==> src/rtl/sram_like_arbiter.sv <==
// Two-into-one sram-like arbiter: grant select with stall lock, in-order return routing via an ID FIFO.
// Optional macro SRAM_ARB_ROUND_ROBIN_EN selects round-robin tie breaking instead of data-first priority.
module sram_like_arbiter #(
  parameter int unsigned MAX_OUTSTANDING = 4
) (
  input  logic        clk,
  input  logic        rst,

  input  logic        inst_req,
  input  logic        inst_wr,
  input  logic [1:0]  inst_size,
  input  logic [31:0] inst_addr,
  input  logic [31:0] inst_wdata,
  output logic [31:0] inst_rdata,
  output logic        inst_addr_ok,
  output logic        inst_data_ok,

  input  logic        data_req,
  input  logic        data_wr,
  input  logic [1:0]  data_size,
  input  logic [31:0] data_addr,
  input  logic [31:0] data_wdata,
  output logic [31:0] data_rdata,
  output logic        data_addr_ok,
  output logic        data_data_ok,

  output logic        m_req,
  output logic        m_wr,
  output logic [1:0]  m_size,
  output logic [31:0] m_addr,
  output logic [31:0] m_wdata,
  input  logic [31:0] m_rdata,
  input  logic        m_addr_ok,
  input  logic        m_data_ok,

  output logic        protocol_err
);

  localparam int unsigned PTR_W = $clog2(MAX_OUTSTANDING);
  localparam logic [PTR_W:0] DEPTH = MAX_OUTSTANDING[PTR_W:0];

  typedef enum logic {
    SRC_INST = 1'b0,
    SRC_DATA = 1'b1
  } src_e;

  src_e                 grant;
  src_e                 tie_src;
  logic                 lock;
  src_e                 lock_src;
  logic                 lock_nxt;
  src_e                 lock_src_nxt;

  logic [MAX_OUTSTANDING-1:0] id_mem;
  logic [PTR_W-1:0]     wr_ptr;
  logic [PTR_W-1:0]     rd_ptr;
  logic [PTR_W:0]       count;
  logic                 full;
  logic                 empty;
  logic                 push;
  logic                 pop;
  logic                 head_id;

  assign full    = (count == DEPTH);
  assign empty   = (count == '0);
  assign head_id = id_mem[rd_ptr];

`ifdef SRAM_ARB_ROUND_ROBIN_EN
  src_e last_src;

  // On a tie the source not served last wins.
  assign tie_src = (last_src == SRC_INST) ? SRC_DATA : SRC_INST;

  always_ff @(posedge clk) begin
    if (rst)       last_src <= SRC_INST;
    else if (push) last_src <= grant;
  end
`else
  assign tie_src = SRC_DATA;
`endif

  always_comb begin
    grant = SRC_INST;
    if (lock)                      grant = lock_src;
    else if (inst_req && data_req) grant = tie_src;
    else if (data_req)             grant = SRC_DATA;
  end

  always_comb begin
    m_req   = (grant == SRC_DATA) ? (data_req & ~full) : (inst_req & ~full);
    m_wr    = (grant == SRC_DATA) ? data_wr    : inst_wr;
    m_size  = (grant == SRC_DATA) ? data_size  : inst_size;
    m_addr  = (grant == SRC_DATA) ? data_addr  : inst_addr;
    m_wdata = (grant == SRC_DATA) ? data_wdata : inst_wdata;
  end

  assign inst_addr_ok = m_addr_ok & (grant == SRC_INST) & ~full;
  assign data_addr_ok = m_addr_ok & (grant == SRC_DATA) & ~full;

  assign push = m_req & m_addr_ok;
  assign pop  = m_data_ok & ~empty;

  assign inst_data_ok = pop & ~head_id;
  assign data_data_ok = pop &  head_id;
  assign inst_rdata   = m_rdata;
  assign data_rdata   = m_rdata;

  always_comb begin
    lock_nxt     = lock;
    lock_src_nxt = lock_src;
    if (push) begin
      lock_nxt = 1'b0;
    end else if (m_req) begin
      lock_nxt     = 1'b1;
      lock_src_nxt = grant;
    end
  end

  always_ff @(posedge clk) begin
    if (rst) begin
      lock     <= 1'b0;
      lock_src <= SRC_INST;
    end else begin
      lock     <= lock_nxt;
      lock_src <= lock_src_nxt;
    end
  end

  // Full is judged on the pre-pop count so data_ok never feeds addr_ok.
  always_ff @(posedge clk) begin
    if (rst) begin
      wr_ptr       <= '0;
      rd_ptr       <= '0;
      count        <= '0;
      id_mem       <= '0;
      protocol_err <= 1'b0;
    end else begin
      if (push) begin
        id_mem[wr_ptr] <= grant;
        wr_ptr         <= wr_ptr + PTR_W'(1);
      end
      if (pop) rd_ptr <= rd_ptr + PTR_W'(1);
      if (push && !pop)      count <= count + (PTR_W + 1)'(1);
      else if (!push && pop) count <= count - (PTR_W + 1)'(1);
      if (m_data_ok && empty) protocol_err <= 1'b1;
    end
  end

endmodule
==> config.mk <==
export PLATFORM = sky130hd
export DESIGN_NAME = sram_like_arbiter
export DESIGN_NICKNAME = d
export VERILOG_FILES = /design/src/rtl/sram_like_arbiter.sv
export SDC_FILE = /design/constraint.sdc
export NUM_CORES = 1
export LEC_CHECK = 0
export BUFFER_PORTS_ARGS = -buffer_cell sky130_fd_sc_hd__buf_2
export CAP_MARGIN = 10
export CORE_AREA = 2 2 121 123
export DETAILED_ROUTE_END_ITERATION = 8
export DIE_AREA = 0 0 123 125
export SETUP_SLACK_MARGIN = 0.1
export SKIP_CTS_REPAIR_TIMING = 1
export SLEW_MARGIN = 25
export SYNTH_ARGS = -nofsm -noshare
export SYNTH_HDL_FRONTEND = slang
export SYNTH_SLANG_ARGS = --single-unit
==> constraint.sdc <==
create_clock -name clk -period 2.16 [get_ports clk]
set_input_delay 0.54 -clock clk [delete_from_list [all_inputs] [get_ports clk]]
set_output_delay 0.54 -clock clk [all_outputs]
set_load 0.03 [all_outputs]
==> impl_metrics.toml <==
[status]
status = "finished with violations"
violations = "negative setup slack"

[route]
routed_wl_um = 10000
drtPass1Iterations = 4
ant_nets = 0
via_per_inst = 3.76
drc_errors = 0
drt_iter0_drc = 37
wl_per_cell_um = 17.9
via_count = 2107

[place]
dp_hpwl_um = 8220
portBuffers = 212
gp_congestion = 0.723
place_inst = 548

[timing]
timing.fmax_ghz = 0.437
hold_ws_ns = 0.471
tightest_slew_ns = 0.296
post-route-period-util_pct = 106
fin_crit_ns = 2.29
fin_skew_ns = 0.00263
maxSlewViolCount = 0
timing.slew.headroom_pct = 80.1
rsz0062_at_grt = "true"
worst_slack_ns = -0.129
hold_viol = 0
setup_viol = 60

[cells_and_area]
layout_common_cells = "194 x buf_2, 52 x mux2_2, 17 x buf_6"
layout.cells.non_filler = 560
nNetsFinal = 552
syn_to_final_growth_pct = 60.8
fill_cells = 1560
multi_input_area_mm2 = 0.00130
drive_gt1_share_pct = 83.6
utilization_pct = 23.2
final_common_cell = "buf_2"
regArea_um2 = 288

[grt]
grt_usage_pct = 10.7
grt_most_used_layer = "met2"
antenna_found_initial = 6
grt_max_degree = 50
met1_usage_pct = 11.7
grt_util_met2_pct = 19.1
grt_use_met3_pct = 4.84
grt_pass1_vias = 1974
grt_overflow = 0
grt_pass1_wl_um = 12100

[synth]
synth_area_mm2 = 0.00205
synth-warning-count = 0
ys_seq_elements = 14
avgSynthCellArea_um2 = 9.53
synth.net_count = 393
ys_types = 30
syn_inst = 215
yosysSeqAreaShare_pct = 13.7

[floorplan]
floorplan.initialDensity_pct = 14.4
die_x_um = 123
die-area_mm2 = 0.0154
row_count = 44
io_pins = 309
die_height_um = 125
coreArea_mm2 = 0.0142

[clocking]
insertion_delay_ns = 0.24
cts_tree = "yes"
cts-root-buf = "clkbuf_16"
cts.htree.levels = 1
cts_buffer_depth = 2
clk_pin_slew_ns = 0.05
cts_buffers = 3
cts_sinks = 14

[power_and_ir_drop]
swShare_pct = 44.2
p_sw_mw = 1.13
p_leak_nw = 1.69
power_frac_seq_pct = 15.3
pwr-share-comb_pct = 69.3
p_per_area_mw_per_mm2 = 772
ir_worst_vdd_mv = 0.477
power.internal_mw = 1.42
p_clk_share_pct = 15.4

[worst_hold_path]
hold_path_depth = 2
whs_endpoint = "id_mem[3]$_SDFFE_PP0P_"
hold_path_class = "reg -> reg"
hold_path.startpoint = "id_mem[3]$_SDFFE_PP0P_"

[worst_setup_path]
cp-end-kind = "output port"
required_ns = 1.62
reg2reg_slack_ns = 0.19
path_class = "in -> out"
cp_max_fo = 19
r2r-end = "count[2]$_SDFFE_PP0P_"
path_buf_inv = 4
crit_chain = "clkbuf_4 > mux2i_4 > buf_12 > buf_12 > mux2_2 > buf_2"
slowest_stage = "mux2_2"
crit_path_start_kind = "input pin"
slowest_delay_ns = 0.38
r2r_start = "lock$_SDFFE_PP0N_"
critical-path-top-delay-family = "buffers and inverters"
crit_top_cell = "buf_12"
arrival_ns = 1.75
worstRegToRegCells = 8

[job]
max_cap_viol_count = 0
[cells in the mapped netlist]
library cell  count  area share [%]
or3_1             1            0.31
xnor2_1           1            0.43
mux2i_2           1            0.67
nor4_1            1            0.31
nand2_1           4            0.73
xor2_1            4             1.7
buf_6             1            0.55
clkbuf_1          1            0.18
and3b_1           1            0.43
nand2b_1          5             1.5
inv_1             3            0.55
mux2_2           67              37
nor2_1           11             2.0
nor2b_1           1            0.31
nor3b_2           1            0.61
a211oi_4          1            0.98
or2_1             1            0.31
ha_1              5             3.1
nor3b_1           1            0.37
dfxtp_1          14              14
mux2i_1           8             3.9
buf_4            70              26
or2b_1            1            0.37
nand3b_1          1            0.37
and2_2            1            0.37
mux4_2            1             1.1
fa_1              1            0.98
nor3_1            3            0.73
a21oi_1           2            0.49
o21ai_0           2            0.49
[cell type report]
type                       instances  area share (%)
inverter                           3           0.342
clock buffer                       4            2.70
multi-input combinational        126            39.6
tap                              184            6.99
sequential                        14            8.74
antenna                            3           0.228
timing repair buffer             226            41.4
[metal layers]
layer	vias to the layer above	wire [um]
met3	20	1260
met1	937	3790
met2	150	4810
met4	4	102
met5	-	32
li1	996	-
[stage by stage]
stage	setup TNS [ns]	setup WS [ns]	area, um^2	total power [mW]
floorplan	-0.0511	-0.0511	2060	1.65
global placement	-8.44	-0.182	2900	1.95
detailed placement	-8.50	-0.166	2900	1.95
CTS	-13.53	-0.241	2990	2.36
global route	-7.91	-0.166	3290	2.69
finish	-4.90	-0.129	3290	2.54
[cell families after synthesis]
family          after synthesis  synth area share [%]
mux                          77                  42.5
buf+inv                      75                  26.9
simple gates                 33                  8.74
flops                        14                  13.7
fa+ha+maj                     6                  4.03
compound gates                5                  1.95
xor+xnor                      5                  2.14
[worst register-to-register path, delay by kind of cell, from the launching register on]
| kind | cells | cell delay (ns) |
|---|---|---|
| flops | 1 | 0.35 |
| buf+inv | 2 | 0.20 |
| xor+xnor | 1 | 0.16 |
| compound gates | 2 | 0.36 |
| fa+ha+maj | 2 | 0.52 |
| simple gates | 1 | 0.32 |
[worst max path at each step]
stage	from	to	slack (ns)	cells past startpoint
after global routing	lock$_SDFFE_PP0N_	m_wdata[11]	-0.17	5
after CTS	lock$_SDFFE_PP0N_	m_wdata[21]	-0.24	4
after global placement	data_req	m_wdata[17]	-0.18	5
final	data_req	m_addr[7]	-0.13	6
after floorplan	inst_req	count[2]$_SDFFE_PP0P_	-0.05	8
after detailed placement	data_req	m_wdata[21]	-0.17	5
[sequential cells by signal, summed over array words and instances, names as in the netlist]
| signal | flops |
|---|---|
| id_mem | 4 |
| count | 3 |
| rd_ptr | 2 |
| wr_ptr | 2 |
| lock | 1 |
| lock_src | 1 |
| protocol_err | 1 |
[power groups by stage]
stage | registers [mW] | logic [mW] | clock network (mW)
3_5_place_dp | 0.386 | 1.56 | 0
3_3_place_gp | 0.385 | 1.56 | 0
6_report | 0.389 | 1.76 | 0.392
5_1_grt | 0.401 | 1.87 | 0.416
4_1_cts | 0.381 | 1.57 | 0.403
2_1_floorplan | 0.387 | 1.26 | 0
(Power assumes the default switching activity.)
